`src/rtl/ifid_queue_if.sv`:
```
// ifid_queue_if: fetch/decode handshake bundle for the IF/ID instruction queue.
interface ifid_queue_if;
   logic        in_valid;
   logic        in_ready;
   logic [31:0] in_pc;
   logic [31:0] in_instr;
   logic        out_valid;
   logic        out_ready;
   logic [31:0] out_pc;
   logic [31:0] out_instr;
   logic        out_is_ds;
   logic        out_exc_adel;
   logic        flush;
   modport master (
      output in_valid, in_pc, in_instr, out_ready, flush,
      input  in_ready, out_valid, out_pc, out_instr, out_is_ds, out_exc_adel
   );
   modport slave (
      input  in_valid, in_pc, in_instr, out_ready, flush,
      output in_ready, out_valid, out_pc, out_instr, out_is_ds, out_exc_adel
   );
endinterface

```
`src/rtl/ifid_queue.sv`:
```
// ifid_queue: 2-entry IF/ID FIFO tagging delay-slot instructions.
// Define IFQ_ADDR_CHECK_EN to flag misaligned fetch PCs as address errors.
module ifid_queue (
   input logic         clk,
   input logic         rst,
   ifid_queue_if.slave q
);
   logic [31:0] pcMem [2];
   logic [31:0] instrMem [2];
   logic [1:0]  dsMem;
   logic [1:0]  count;
   logic        rdPtr, wrPtr, lastBr;
   logic        enq, deq, isBr, misal;
   logic [5:0]  op, fn;
   logic [31:0] wrInstr;
   assign op = q.in_instr[31:26];
   assign fn = q.in_instr[5:0];
   assign isBr = (op >= 6'd1 && op <= 6'd7) || (op == 6'd0 && (fn == 6'h08 || fn == 6'h09));
`ifdef IFQ_ADDR_CHECK_EN
   logic [1:0] adelMem;
   assign misal = |q.in_pc[1:0];
   always_ff @(posedge clk)
      if (enq) adelMem[wrPtr] <= misal;
   assign q.out_exc_adel = q.out_valid & adelMem[rdPtr];
`else
   assign misal = 1'b0;
   assign q.out_exc_adel = 1'b0;
`endif
   assign wrInstr = misal ? 32'd0 : q.in_instr;
   assign q.in_ready = count < 2'd2;
   assign q.out_valid = count != 2'd0;
   assign enq = q.in_valid & q.in_ready;
   assign deq = q.out_valid & q.out_ready;
   assign q.out_pc = q.out_valid ? pcMem[rdPtr] : 32'd0;
   assign q.out_instr = q.out_valid ? instrMem[rdPtr] : 32'd0;
   assign q.out_is_ds = q.out_valid & dsMem[rdPtr];
   always_ff @(posedge clk)
      if (enq) begin
         pcMem[wrPtr] <= q.in_pc;
         instrMem[wrPtr] <= wrInstr;
         dsMem[wrPtr] <= lastBr;
      end
   // flush shares the reset path so it overrides any same-cycle transfer
   always_ff @(posedge clk)
      if (rst || q.flush) begin
         count <= 2'd0;
         rdPtr <= 1'b0;
         wrPtr <= 1'b0;
         lastBr <= 1'b0;
      end else begin
         count <= count + {1'b0, enq} - {1'b0, deq};
         if (enq) wrPtr <= ~wrPtr;
         if (deq) rdPtr <= ~rdPtr;
         if (enq && !misal) lastBr <= isBr;
      end
endmodule

```
`src/flat_wrapper.sv`:
```
// flat-port wrapper written by rule: the top's interface ports become plain ports
module ifid_queue_flat 
  (clk, rst, q_in_valid, q_in_pc, q_in_instr, q_out_ready, q_flush, q_in_ready, q_out_valid, q_out_pc, q_out_instr, q_out_is_ds, q_out_exc_adel);
  ifid_queue_if q_i ();
  input logic clk;
  input logic rst;
  input wire logic [$bits(q_i.in_valid)-1:0] q_in_valid;
  input wire logic [$bits(q_i.in_pc)-1:0] q_in_pc;
  input wire logic [$bits(q_i.in_instr)-1:0] q_in_instr;
  input wire logic [$bits(q_i.out_ready)-1:0] q_out_ready;
  input wire logic [$bits(q_i.flush)-1:0] q_flush;
  output wire logic [$bits(q_i.in_ready)-1:0] q_in_ready;
  output wire logic [$bits(q_i.out_valid)-1:0] q_out_valid;
  output wire logic [$bits(q_i.out_pc)-1:0] q_out_pc;
  output wire logic [$bits(q_i.out_instr)-1:0] q_out_instr;
  output wire logic [$bits(q_i.out_is_ds)-1:0] q_out_is_ds;
  output wire logic [$bits(q_i.out_exc_adel)-1:0] q_out_exc_adel;
  assign q_i.in_valid = q_in_valid;
  assign q_i.in_pc = q_in_pc;
  assign q_i.in_instr = q_in_instr;
  assign q_i.out_ready = q_out_ready;
  assign q_i.flush = q_flush;
  assign q_in_ready = q_i.in_ready;
  assign q_out_valid = q_i.out_valid;
  assign q_out_pc = q_i.out_pc;
  assign q_out_instr = q_i.out_instr;
  assign q_out_is_ds = q_i.out_is_ds;
  assign q_out_exc_adel = q_i.out_exc_adel;
  ifid_queue u_core (.clk(clk), .rst(rst), .q(q_i));
endmodule
```
`config.mk`:
```
export PLATFORM = sky130hd
export DESIGN_NAME = ifid_queue_flat
export DESIGN_NICKNAME = d
export VERILOG_FILES = /design/src/rtl/ifid_queue_if.sv /design/src/rtl/ifid_queue.sv /design/src/flat_wrapper.sv
export SDC_FILE = /design/constraint.sdc
export NUM_CORES = 1
export LEC_CHECK = 0
export ABC_CLOCK_PERIOD_IN_PS = 7840
export BUFFER_PORTS_ARGS = -buffer_cell sky130_fd_sc_hd__clkbuf_2
export CAP_MARGIN = 10
export CORE_ASPECT_RATIO = 1.2
export CORE_MARGIN = 8
export CORE_UTILIZATION = 57
export CTS_CLUSTER_DIAMETER = 100
export DETAILED_ROUTE_END_ITERATION = 8
export GPL_TIMING_DRIVEN = 0
export PLACE_DENSITY = 0.85
export SETUP_SLACK_MARGIN = 0.4
export SYNTH_ARGS = -nofsm -noshare
export SYNTH_HDL_FRONTEND = slang
export SYNTH_SLANG_ARGS = --single-unit
```
`constraint.sdc`:
```
create_clock -name clk -period 7.84 [get_ports clk]
set_clock_uncertainty 0.2 [all_clocks]
set_input_delay 1.176 -clock clk [delete_from_list [all_inputs] [get_ports clk]]
set_output_delay 1.176 -clock clk [all_outputs]
set_load 0.005 [all_outputs]
```
==> flow_summary.ini <==
[outcome]
status = complete, no violations

[place]
io_buffers = 135
hpwlAfterDp_microns = 7230
gp_congestion = 0.756

[yosys]
synth_fp_nets = 383
seq_area_frac_synth = 0.746
netlist_instances = 312
syn_area_sq_um = 5390
synthDistinctLibCells = 23
ys_ff_latch = 136
yosysWarnings = 0
syn_area_per_cell_sq_um = 17.3

[clocking]
cts_buffers = 17
cts_resized = 0
root_buffer = clkbuf_16
cts_tree = built
insertion_delay_ns = 0.40
holdBufCountCts = 0
post_cts_buffers = 0
clock_sinks = 136
path_clk_slew_ns = 0.05
cts_max_level = 4
cts.path.max_buffers = 2

[floorplanning]
pin_count = 137
core_sq_um = 9370
fp.dieH_microns = 123
rows = 39
die_width_microns = 105
start_util = 0.576
fp.dieArea_sq_um = 12800

[critical_path]
worstReg2RegEnd = u_core.pcMem[1][25]$_DFFE_PP_
crit_required_ns = 6.46
critical_path_class = register to output port
crit_family = buffers and inverters
critPathLaunchType = register
worstPathArrival_ns = 1.56
worstSetupEndpointType = output port
slowest_stage = dfxtp_1
slowest_delay_ns = 0.32
crit_chain = buf_6 > buf_8 > mux2i_1 > nor2_2 > clkbuf_2
worstRegToRegCells = 3
critPathBufInv = 3
r2r_start = u_core.count[1]$_SDFF_PP0_
worstPathMaxFanout = 10
r2r_slack_ns = 5.85

[sta]
grt_setup_unrepaired = no
hold_viol = 0
finalSetupViolCount = 0
hold_slack_ns = 0.259
layout_min_cycle_time_ns = 2.93
worst-slew-pin-transition_ns = 0.892
period_share = 0.374
relSlewSlack = 0.405
fmax_mhz = 341
finalMaxSlewViolations = 0
tns_ns = 0

[layout]
diodes = 0
areaGrowthSynthToFinish_pct = 27.0
finalNetCount = 539
drive_above_1_share = 0.447
area.sequential_sq_um = 4020
utilization = 0.731
fillers = 615
multi_input_area_sq_um = 1170

[drt]
ant_nets = 0
vias = 3074
wl_per_cell_microns = 17.3
met1_length_microns = 3940
dr.max_layer_used = met4
vias_per_cell = 5.09
drt_wl_total_microns = 10400
dr.pass1.iters = 4
drcViolationCount = 0
wl_met2_microns = 5610
met3_length_microns = 634
drt-initial-drc-count = 154

[grt]
grt_pass1_wl_microns = 16500
antenna_found_initial = 0
grt_overflow = 0
grt_start_max_net_pins = 66
groute.usage.overall = 0.170
first_global_vias = 3361

[pwr]
powerDensity_nw_per_um2 = 261
vdd_drop_max_v = 0.000169
p_total_w = 0.00179
p_leak_nw = 2.57

[min_path]
min_from = u_core.lastBr$_SDFFE_PP0P_
hold_class = register to register
min_to = u_core.dsMem[1]$_DFFE_PP_
hold_depth = 0

[flow_run]
maxCapViolCount = 0
[power breakdown]
group / internal, W / switching [W]
sequential: 0.000842 / 0.0000106
clock: 0.000492 / 0.000267
combinational: 0.0000772 / 0.0000989
total: 0.00141 / 0.000376
[metrics by stage]
step,cell area (sq um),std cells,worst slack [ns]
floorplan,5390,312,3.19
global placement,6220,570,1.65
detailed placement,6280,572,4.99
CTS,6850,604,4.88
global route,6850,604,4.84
finish,6850,604,4.91
[registers in the layout, summed over array words and instances (netlist names), named ones only]
register	flops
u_core.count	2
u_core.dsMem	2
u_core.instrMem	64
u_core.lastBr	1
u_core.pcMem	64
u_core.rdPtr	1
u_core.wrPtr	1
[worst max-delay path by stage]
stage	to	depth (start not counted)	slack (ns)
6_report	q_out_pc[3]	5	4.91
3_3_place_gp	u_core.pcMem[0][12]$_DFFE_PP_	3	1.65
4_1_cts	q_out_pc[3]	5	4.88
2_1_floorplan	u_core.dsMem[0]$_DFFE_PP_	2	3.19
3_5_place_dp	u_core.pcMem[1][19]$_DFFE_PP_	4	4.99
5_1_grt	q_out_instr[29]	5	4.84
[placed cells by master (no fill, tap or decap), drive strengths merged]
cell and count:
a2111oi 1, edfxtp 130, dfxtp 6, xor2 1
nand2b 1, mux2i 65, buf 17, conb 1
nor3 5, inv 7, clkinvlp 1, xnor2 3
and2 2, bufinv 3, nor2 68, o21ai 2
clkinv 8, ha 2, nor4b 1, clkbuf 155
nand3 2
[layout make-up]
type	instances	share of cell area
clock buffers	20	0.0637
well taps	123	0.0225
clock inverters	12	0.0194
multi-input cells	154	0.170
flip-flops and latches	136	0.587
inverters	7	0.00384
plain buffers	15	0.0272
repair buffers	137	0.106
[cell usage after synthesis]
cell type | number | share of area
ha_1 | 2 | 0.0046
mux2i_1 | 65 | 0.12
and2_1 | 2 | 0.0023
xor2_1 | 1 | 0.0016
inv_1 | 5 | 0.0035
xnor2_1 | 3 | 0.0049
nand2b_4 | 1 | 0.0026
nor2_1 | 37 | 0.026
buf_8 | 3 | 0.0084
inv_2 | 2 | 0.0014
o21ai_1 | 2 | 0.0019
conb_1 | 1 | 0.00070
dfxtp_1 | 6 | 0.022
a2111oi_2 | 1 | 0.0028
nand3_1 | 2 | 0.0019
edfxtp_1 | 130 | 0.72
buf_6 | 5 | 0.010
nor3_1 | 5 | 0.0046
nor4b_4 | 1 | 0.0044
buf_2 | 2 | 0.0019
buf_12 | 3 | 0.011
nor2_2 | 31 | 0.036
buf_4 | 2 | 0.0028
[cell families after synthesis]
| group | after synthesis | share of synthesized area |
|---|---|---|
| XOR/XNOR | 4 | 0.00650 |
| other | 1 | 0.000695 |
| flip-flops | 136 | 0.746 |
| AO/OA/AOI/OAI | 3 | 0.00464 |
| AND/OR/NAND/NOR | 79 | 0.0775 |
| multiplexers | 65 | 0.121 |
| buffers and inverters | 22 | 0.0394 |
| adder cells (fa/ha/maj) | 2 | 0.00464 |
[per-layer routing]
layer,global-route usage,up-vias
li1,-,1458
met1,0.174,1488
met5,0,-
met3,0.0672,21
met4,0.0885,0
met2,0.295,107
Power figures use the tool's default switching activity.
